===== src/rtl/mvm_host.sv =====
// Host-side sequencer for a matrix-vector accelerator: buffers A (row-major) and x,
// streams them out after a start pulse, captures the N results and drains them.
module mvm_host #(
  parameter int MAT_SCALE    = 3,
  parameter int INPUT_WIDTH  = 8,
  parameter int OUTPUT_WIDTH = 16,
  parameter int OUT_OFFSET   = 1,
  parameter int TIMEOUT      = 64
) (
  input  logic                           clk,
  input  logic                           reset,
  input  logic                           in_valid,
  output logic                           in_ready,
  input  logic signed [INPUT_WIDTH-1:0]  in_data,
  output logic                           acc_start,
  output logic signed [INPUT_WIDTH-1:0]  acc_data_in,
  input  logic                           acc_done,
  input  logic signed [OUTPUT_WIDTH-1:0] acc_data_out,
  output logic                           out_valid,
  input  logic                           out_ready,
  output logic signed [OUTPUT_WIDTH-1:0] out_data,
  output logic                           out_last,
  output logic                           busy,
  output logic                           timeout_err
);
  localparam int N      = MAT_SCALE;
  localparam int BUF_SZ = N * N + N;
  localparam int BW     = (BUF_SZ > 1) ? $clog2(BUF_SZ) : 1;
  localparam int RW     = (N > 1) ? $clog2(N) : 1;
  localparam int WW     = $clog2(TIMEOUT + 1);
  localparam int DLY    = (OUT_OFFSET > 0) ? OUT_OFFSET - 1 : 0;
  localparam int DW     = (DLY > 0) ? $clog2(DLY + 1) : 1;

  localparam logic [BW-1:0] BUF_LAST  = BW'(BUF_SZ - 1);
  localparam logic [RW-1:0] RES_LAST  = RW'(N - 1);
  localparam logic [WW-1:0] WAIT_LAST = WW'(TIMEOUT - 1);

  typedef enum logic [2:0] {LOAD, START, STREAM, WAIT, CAPTURE, DRAIN} state_t;

  state_t                         r_state;
  state_t                         w_next;
  logic [BW-1:0]                  r_widx;
  logic [BW-1:0]                  r_ridx;
  logic [WW-1:0]                  r_wcnt;
  logic [DW-1:0]                  r_dcnt;
  logic [RW-1:0]                  r_kidx;
  logic [RW-1:0]                  r_oidx;
  logic                           r_terr;
  logic signed [INPUT_WIDTH-1:0]  r_buf [BUF_SZ];
  logic signed [OUTPUT_WIDTH-1:0] r_res [N];

  logic w_in_fire;
  logic w_out_fire;
  logic w_timeout;
  logic w_cap;

  always_comb begin
    w_next      = r_state;
    w_in_fire   = 1'b0;
    w_out_fire  = 1'b0;
    w_timeout   = 1'b0;
    w_cap       = 1'b0;
    in_ready    = 1'b0;
    acc_start   = 1'b0;
    acc_data_in = '0;
    out_valid   = 1'b0;
    out_last    = 1'b0;
    out_data    = '0;
    busy        = 1'b1;
    case (r_state)
      LOAD: begin
        in_ready  = 1'b1;
        busy      = 1'b0;
        w_in_fire = in_valid;
        if (in_valid && r_widx == BUF_LAST) w_next = START;
      end
      START: begin
        acc_start = 1'b1;
        w_next    = STREAM;
      end
      STREAM: begin
        acc_data_in = r_buf[r_ridx];
        if (r_ridx == BUF_LAST) w_next = WAIT;
      end
      WAIT: begin
        if (acc_done) begin
          w_next = CAPTURE;
          // With zero offset, y[0] is already on the bus in the done cycle.
          if (OUT_OFFSET == 0) begin
            w_cap = 1'b1;
            if (N == 1) w_next = DRAIN;
          end
        end else if (r_wcnt == WAIT_LAST) begin
          w_timeout = 1'b1;
          w_next    = LOAD;
        end
      end
      CAPTURE: begin
        if (r_dcnt == '0) begin
          w_cap = 1'b1;
          if (r_kidx == RES_LAST) w_next = DRAIN;
        end
      end
      DRAIN: begin
        out_valid  = 1'b1;
        out_data   = r_res[r_oidx];
        out_last   = (r_oidx == RES_LAST);
        w_out_fire = out_ready;
        if (out_ready && out_last) w_next = LOAD;
      end
      default: w_next = LOAD;
    endcase
  end

  always_ff @(posedge clk or negedge reset) begin
    if (!reset) begin
      r_state <= LOAD;
      r_widx  <= '0;
      r_ridx  <= '0;
      r_wcnt  <= '0;
      r_dcnt  <= '0;
      r_kidx  <= '0;
      r_oidx  <= '0;
      r_terr  <= 1'b0;
    end else begin
      r_state <= w_next;
      if (w_timeout)
        r_widx <= '0;
      else if (w_in_fire)
        r_widx <= (r_widx == BUF_LAST) ? '0 : r_widx + 1'b1;
      if (r_state == STREAM)
        r_ridx <= (r_ridx == BUF_LAST) ? '0 : r_ridx + 1'b1;
      r_wcnt <= (r_state == WAIT && w_next == WAIT) ? r_wcnt + 1'b1 : '0;
      // Delay counter is armed every WAIT cycle so it is ready when done arrives.
      if (r_state == WAIT)
        r_dcnt <= DW'(DLY);
      else if (r_state == CAPTURE && r_dcnt != '0)
        r_dcnt <= r_dcnt - 1'b1;
      if (w_cap)
        r_kidx <= (r_kidx == RES_LAST) ? '0 : r_kidx + 1'b1;
      if (w_out_fire)
        r_oidx <= (r_oidx == RES_LAST) ? '0 : r_oidx + 1'b1;
      if (w_timeout)
        r_terr <= 1'b1;
      else if (w_in_fire)
        r_terr <= 1'b0;
    end
  end

  // Element and result storage carries no reset; only the indices do.
  always_ff @(posedge clk) begin
    if (w_in_fire) r_buf[r_widx] <= in_data;
    if (w_cap)     r_res[r_kidx] <= acc_data_out;
  end

  assign timeout_err = r_terr;

endmodule


===== config.mk =====
export PLATFORM = sky130hd
export DESIGN_NAME = mvm_host
export DESIGN_NICKNAME = d
export VERILOG_FILES = /design/src/rtl/mvm_host.sv
export SDC_FILE = /design/constraint.sdc
export NUM_CORES = 1
export LEC_CHECK = 0
export ABC_AREA = 1
export BUFFER_PORTS_ARGS = -buffer_cell sky130_fd_sc_hd__buf_2
export CORE_AREA = 2 2 104 146
export DETAILED_ROUTE_END_ITERATION = 7
export DIE_AREA = 0 0 106 148
export PLACE_DENSITY = 0.77
export SYNTH_ARGS = -nofsm -noshare
export SYNTH_HDL_FRONTEND = slang
export SYNTH_SLANG_ARGS = --single-unit

===== constraint.sdc =====
create_clock -name clk -period 4.4 [get_ports clk]
set_clock_uncertainty 0.2 [all_clocks]
set_input_delay 1.32 -clock clk [delete_from_list [all_inputs] [get_ports clk]]
set_output_delay 1.32 -clock clk [all_outputs]
set_load 0.02 [all_outputs]

==> results of run 1 <==
-- worst min path at each step --
stage / startpoint / end / cells after the start
finish: r_wcnt[0] / r_wcnt[0] / 1
CTS: r_wcnt[0] / r_wcnt[0] / 1
detailed placement: timeout_err / timeout_err / 2
floorplan: r_wcnt[0] / r_wcnt[0] / 1
global placement: r_wcnt[0] / r_wcnt[0] / 1
global route: timeout_err / timeout_err / 2
-- metal layers --
layer / global-route usage / wire length, µm
met3: 0.0445 / 970
met5: 0 / 0
met4: 0.107 / 585
met2: 0.351 / 7590
met1: 0.241 / 5950
-- worst max-delay path: stages, from the launching register on --
cell	delay, ns
dfrtp_1	0.75
inv_2	0.44
nand2_1	0.16
a21oi_1	0.05
nor2_1	0.26
nor2_1	0.08
nor2_1	0.10
buf_2	0.18
-- kinds of logic (layout without fill, tap and decap cells) --
logic type,Yosys count,in the layout,share of synthesized area
buffers and inverters,85,160,0.0527
XOR/XNOR,4,4,0.00496
adder cells (fa/ha/maj),6,6,0.0106
AO/OA/AOI/OAI,37,37,0.0301
flip-flops,168,168,0.698
AND/OR/NAND/NOR,345,345,0.204
-- placed cells by master (no fill, tap or decap), types with 14 or more instances in the layout --
master / netlist / layout
nand2_1: 190 / 190
edfxtp_1: 144 / 144
nand3_1: 73 / 73
nor2_1: 60 / 60
buf_2: 12 / 58
inv_1: 54 / 54
dfrtp_1: 24 / 24
clkbuf_16: 0 / 17
o21ai_0: 14 / 14
nor3_1: 15 / 14
-- power by group through the flow --
stage / clock network (µW) / logic, µW / registers, µW
after CTS: 1510 / 1100 / 1970
after detailed placement: 0 / 1090 / 2000
final: 1490 / 1090 / 1970
after global placement: 0 / 1060 / 1990
after floorplan: 0 / 859 / 1940
after global routing: 1580 / 1230 / 1990
-- final cells by class --
class / count / area, µm²
clock buffer: 18 / 439
clock inverter: 14 / 163
fill: 1179 / 6260
inverter: 60 / 225
multi-input combinational: 392 / 1770
sequential: 168 / 4920
tap: 189 / 236
timing repair buffer: 68 / 365
-- registers in the layout, indices dropped and copies added, names as in the netlist --
register	count
r_ridx	4
r_buf	96
r_state	3
r_kidx	2
timeout_err	1
r_wcnt	7
r_res	48
r_oidx	2
r_widx	4
r_dcnt	1
-- per-stage QoR --
step,power [µW],setup slack [ns],instance area (µm²),hold WS (ns)
after CTS,4580,0.485,8120,0.278
after floorplan,2800,1.59,7060,0.233
after global routing,4800,0.280,8120,0.304
after detailed placement,3100,0.939,7520,0.262
after global placement,3060,0.949,7520,0.248
final,4550,0.428,8120,0.277
==> results.ini, run 1 <==
[floorplan]
initial_core_util = 0.491
die_h_um = 148
rows = 52
die_w_um = 106
core_um2 = 14400
dieArea_um2 = 15700
io_pins = 59

[layout]
syn_to_final_growth_pct = 15.1
diodes = 0
fin_cells = 909
layout-drive-gt1-share = 0.157
nNetsFinal = 742
utilization = 0.565

[placement]
io_buffers = 58
dp_hpwl_mm = 10.1
gp_congestion = 0.906
dp_cells = 877

[sta]
slew_headroom = 0.232
rsz0062_at_grt = false
fmax_ghz = 0.252
worst_pin_slew_ns = 1.14
timing.final.crit_share = 0.903
finalCriticalPeriod_ns = 3.97
setup_viol_count_final = 0
maxSlewViolCount = 0
finalHoldViolCount = 0
fin_setup_tns_ns = 0

[power_and_ir_drop]
power_switching_uw = 1490
p_comb_frac = 0.240
p_seq_frac = 0.433
p_leak_uw = 0.00339
internal_power_uw = 3060
p_per_area_nw_per_um2 = 561
pwr-share-clk = 0.326
ir_worst_vdd_mv = 0.395
p_sw_frac = 0.327

[flow_run]
drv_cap = 0

[synthesis]
synthTopCellsByCount = nand2_1 (190), edfxtp_1 (144), nand3_1 (73), nor2_1 (60), inv_1 (54)
yosysMostFrequentCell = nand2_1
async_reset_ff_frac = 0.143
synth_seq_cells = 168
syn_inst = 645
ys_seq_area_frac = 0.698
synth.top_cell.area_share = 0.613
synth.net_count = 680
synth_edf_count = 144
synth_cell_types = 25
yosys_warnings = 0
synthTopCellsByArea = edfxtp_1 (61%), nand2_1 (10%), dfrtp_1 (8.5%)
syn_avg_cell_area_um2 = 10.9
ys.flop_type = edfxtp_1
yosysTopAreaCell = edfxtp_1
synthesis.area_um2 = 7060

[clock_network]
clock_sinks = 168
cts_root_buf = clkbuf_16
cts_tree = built
postCtsHoldBufs = 0
ctsResizeCount = 0
clock_latency_ns = 0.41
cts_inserted_buffers = 17
post-cts-setup-buffer-count = 0
clock_path_buffers = 2
clk_pin_slew_ns = 0.06
cts-htree-levels = 4

[worst_setup_path]
crit_path_end = acc_data_in[2]
critPathKind = reg2out
r2r_end = r_buf[5][5]
start_kind = register
crit_fanout = 33
critPathCaptureType = output pin
cp.required_ns = 2.88
crit_start = r_ridx[1]
rr_startpoint = r_state[1]
worstRegToRegCells = 5
worstPathArrival_ns = 2.45
r2r_setup_slack_ns = 1.96

[detailed_routing]
finalWirelength_mm = 15.1
via_per_inst = 5.23
initialDrtViolationCount = 310
wl_per_cell_um = 16.6
drtPass1Iterations = 5
drc_errors = 0
via_count = 4754
ant_nets = 0

[outcome]
status = finished, final reports clean

[worst_hold_path]
hold_class = reg2reg

[global_routing]
overflow = 0
first_global_vias = 5023
grt_pass1_wl_mm = 24.6
antenna_found_initial = 0
grt_max_degree = 59
grt_use_total = 0.205

Note: power is estimated with default switching activity, not from simulation.
==> run 2: changes to the inputs <==
Settings changed: CORE_AREA 2 2 104 146 to 5 5 119 166, DIE_AREA 0 0 106 148 to 0 0 124 171, GPL_ROUTABILITY_DRIVEN set to 0, PLACE_DENSITY 0.77 to 0.65.
==> run 2 against run 1 <==
Combinational power is essentially flat. Critical path depth is the same. Largest power group unchanged. Critical endpoint is now acc_data_in[4]. Sequential power is essentially flat.
==> results.ini, run 2 (synthesized netlist as in run 1, its figures left out) <==
[detailed_routing]
initialDrtViolationCount = 334
wl_per_cell_um = 15.3
via_per_inst = 4.74
via_count = 4581
ant_nets = 0
drc_errors = 0
finalWirelength_mm = 14.8
drtPass1Iterations = 4

[power_and_ir_drop]
ir_worst_vdd_mv = 0.309
p_leak_uw = 0.00339
p_per_area_nw_per_um2 = 549

[worst_setup_path]
critPathKind = reg2out
worstPathArrival_ns = 2.15
crit_fanout = 33
rr_startpoint = r_state[1]
critPathCaptureType = output pin
worstRegToRegCells = 5
start_kind = register
cp.required_ns = 2.88
r2r_end = r_buf[11][7]
r2r_setup_slack_ns = 2.14

[layout]
largest_reg_flops = 96
utilization = 0.448
regArea_um2 = 4930
fillers = 1705
reg_top3 = r_buf x96, r_res x48, r_wcnt x7
layout-drive-gt1-share = 0.155
fin_cells = 966
nNetsFinal = 745
largest_register = r_buf
syn_to_final_growth_pct = 15.9
multiInputGateArea_um2 = 1770
layout_commonest_cell = nand2_1
diodes = 0
layout_common_cells = nand2_1 (190), edfxtp_1 (144), nand3_1 (73)

[sta]
fin_ws_ns = 0.729
finalCriticalPeriod_ns = 3.67
fmax_ghz = 0.272
worst_pin_slew_ns = 0.868
fin_setup_tns_ns = 0
rsz0062_at_grt = false
timing.final.crit_share = 0.834
slew_headroom = 0.418
finalHoldViolCount = 0
maxSlewViolCount = 0
setup_viol_count_final = 0

[clock_network]
clk_pin_slew_ns = 0.06
ctsResizeCount = 0
clock_sinks = 168
cts_inserted_buffers = 17
postCtsHoldBufs = 0
cts-htree-levels = 4
cts_tree = built
clock_path_buffers = 2
cts_root_buf = clkbuf_16
clock_latency_ns = 0.42
post-cts-setup-buffer-count = 0

[floorplan]
dieArea_um2 = 21200
io_pins = 59
die_w_um = 124
core_um2 = 18200
die_h_um = 171
initial_core_util = 0.387
rows = 59

[placement]
dp_cells = 935
io_buffers = 58
place_ws_ns = 1.18
dp_hpwl_mm = 9.79

[worst_hold_path]
hold_class = reg2reg
hold_start = r_wcnt[0]
holdPathEnd = r_wcnt[0]
holdPathStages = 1

[flow_run]
drv_cap = 0

[global_routing]
first_global_vias = 4560
grt_pass1_wl_mm = 23.3
grt_max_degree = 59
antenna_found_initial = 0
grt_use_total = 0.147
overflow = 0

[outcome]
status = finished, final reports clean

-- run 2: changes by cell type in the layout (fill, tap and decap cells not counted), moves of 2 or more --
cell,delta
clkinv_1,+2
clkbuf_1,+3
inv_6,-2
clkinvlp_4,-2
inv_8,-2
buf_4,+3
-- run 2: final cells by class --
class | count | share of cell area
Sequential cell | 168 | 0.603
Clock inverter | 11 | 0.0152
Tap cell | 244 | 0.0373
Inverter | 60 | 0.0275
Timing Repair Buffer | 71 | 0.0474
Clock buffer | 20 | 0.0534
Multi-Input combinational cell | 392 | 0.217
-- run 2: metal layers --
layer	GRT usage	routed length (µm)
met5	0	0
met4	0.0577	288
met3	0.0370	701
met2	0.267	7730
met1	0.162	6100
-- run 2: through the flow --
| step | power (µW) | area, µm² | hold slack [ns] |
|---|---|---|---|
| floorplan | 2800 | 7060 | 0.233 |
| global placement | 3080 | 7610 | 0.259 |
| detailed placement | 3100 | 7610 | 0.269 |
| CTS | 4510 | 8180 | 0.282 |
| global route | 4730 | 8180 | 0.305 |
| finish | 4480 | 8180 | 0.280 |
-- run 2: worst max path at each step --
stage / cells past startpoint / from / endpoint
2_1_floorplan: 7 / r_ridx[1] / acc_data_in[2]
3_3_place_gp: 8 / r_ridx[1] / acc_data_in[5]
3_5_place_dp: 7 / r_ridx[1] / acc_data_in[4]
4_1_cts: 7 / r_ridx[1] / acc_data_in[4]
5_1_grt: 9 / r_ridx[0] / acc_data_in[3]
6_report: 7 / r_ridx[1] / acc_data_in[4]
-- run 2: critical path, stage by stage (launching register included) --
cell and delay (ns):
dfrtp_1 0.36, buf_4 0.20, inv_2 0.45, o211ai_1 0.21, nand3_1 0.12, nand2_1 0.06
nor2_1 0.14, buf_2 0.18
-- run 2: where the power goes --
| group | internal (µW) | switching [µW] | leakage [µW] |
|---|---|---|---|
| registers | 1870 | 84.5 | 0.00162 |
| clock network | 834 | 594 | 0.000270 |
| logic | 336 | 771 | 0.00150 |
==> run 3: changes to the inputs <==
Clock period 4.4 ns to 3.7 ns, I/O delays scaled along.
==> run 3 against run 2 <==
Via count up 0.17%. Register-to-register slack got worse by 0.67 ns. Clock power rose by 23%. Total power increased by 20%. Die area unchanged. Sequential share of layout area decreased by 0.39 points. Worst hold slack lost 0.012 ns. Non-clock buffer count up 4. Critical endpoint is now acc_data_in[0]. Largest power group unchanged.
==> results.ini, run 3 (synthesized netlist as in run 1, its figures left out) <==
[outcome]
status = finished, final reports clean

[placement]
dp_hpwl_mm = 10.1
post_dp_cell_area_um2 = 7640
io_buffers = 58

[worst_setup_path]
start_kind = register
critPathKind = reg2out
worstPathArrival_ns = 2.09
crit_fanout = 17
cp.required_ns = 2.39
worstRegToRegCells = 5
critPathCaptureType = output pin

[layout]
utilization = 0.451
diodes = 0
layout-drive-gt1-share = 0.165
reg_top3 = r_buf x96, r_res x48, r_wcnt x7
syn_to_final_growth_pct = 16.6
layout_common_cells = nand2_1 (190), edfxtp_1 (144), nand3_1 (73)
layout_commonest_cell = nand2_1
largest_reg_flops = 96
largest_register = r_buf
fin_area_um2 = 8230
nNetsFinal = 749

[global_routing]
grt_max_degree = 59
grt_pass1_wl_mm = 23.7
grt_use_total = 0.148
antenna_found_initial = 0
overflow = 0
first_global_vias = 4604

[sta]
finalCriticalPeriod_ns = 3.40
finalHoldViolCount = 0
hold_ws_ns = 0.268
worst_pin_slew_ns = 0.816
slew_headroom = 0.454
timing.final.crit_share = 0.919
setup_viol_count_final = 0
fmax_ghz = 0.294
fin_setup_tns_ns = 0
maxSlewViolCount = 0
rsz0062_at_grt = false

[detailed_routing]
initialDrtViolationCount = 240
finalWirelength_mm = 14.8
drc_errors = 0
wl_per_cell_um = 15.3
via_per_inst = 4.73
drtPass1Iterations = 4
via_count = 4589
ant_nets = 0

[clock_network]
cts_inserted_buffers = 17
cts-htree-levels = 4
ctsResizeCount = 0
cts_tree = built
clock_path_buffers = 2
post-cts-setup-buffer-count = 0
clock_latency_ns = 0.42
clk_pin_slew_ns = 0.06
clock_sinks = 168
cts_root_buf = clkbuf_16
postCtsHoldBufs = 0

[floorplan]
die_h_um = 171
dieArea_um2 = 21200
io_pins = 59
core_um2 = 18200
rows = 59
initial_core_util = 0.387
die_w_um = 124

[power_and_ir_drop]
p_per_area_nw_per_um2 = 657
ir_worst_vdd_mv = 0.350
p_leak_uw = 0.00343

[flow_run]
drv_cap = 0

[worst_hold_path]
holdPathStages = 1
hold_class = reg2reg

run 3: where the power goes:
| group | switching, µW | internal [µW] | total [µW] |
|---|---|---|---|
| clock network | 752 | 1010 | 1760 |
| logic | 910 | 413 | 1320 |
| registers | 102 | 2220 | 2320 |
| total | 1760 | 3640 | 5400 |
run 3: critical path: stages (launching register included):
cell and delay, ns:
dfrtp_2 0.40, inv_1 0.40, buf_4 0.29, nand2_1 0.07, nand3_1 0.07, nand2_1 0.05
nor2_1 0.10, nor2_1 0.07, nor2_1 0.08, buf_2 0.16
run 3: final timing paths:
kind	startpoint	slack, ns	end
setup / recovery	r_ridx[0]	0.30	acc_data_in[0]
max in group asynchronous	reset	2.39	r_ridx[0]
min in group asynchronous	reset	0.48	r_ridx[3]
setup reg to reg	r_state[1]	1.47	r_buf[7][6]
hold / removal	r_wcnt[0]	0.27	r_wcnt[0]
hold reg to reg	r_wcnt[0]	0.27	r_wcnt[0]
run 3: area by class of cell:
class                           instances  area, µm²
Multi-Input combinational cell        392       1770
Timing Repair Buffer                   75        418
Tap cell                              244        305
Inverter                               60        225
Sequential cell                       168       4930
Clock buffer                           17        425
Fill cell                            1720      10000
Clock inverter                         15        164
run 3: layer usage:
metal | routed length (µm) | track usage
met1 | 6070 | 0.169
met5 | 0 | 0
met3 | 657 | 0.0341
met4 | 252 | 0.0567
met2 | 7870 | 0.267
run 3: stage by stage:
stage / instances / power [µW] / setup WS (ns)
floorplan: 645 / 3330 / 1.10
detailed placement: 939 / 3700 / 0.738
CTS: 971 / 5460 / 0.268
global placement: 939 / 3680 / 0.733
finish: 971 / 5400 / 0.299
global route: 971 / 5730 / 0.0938
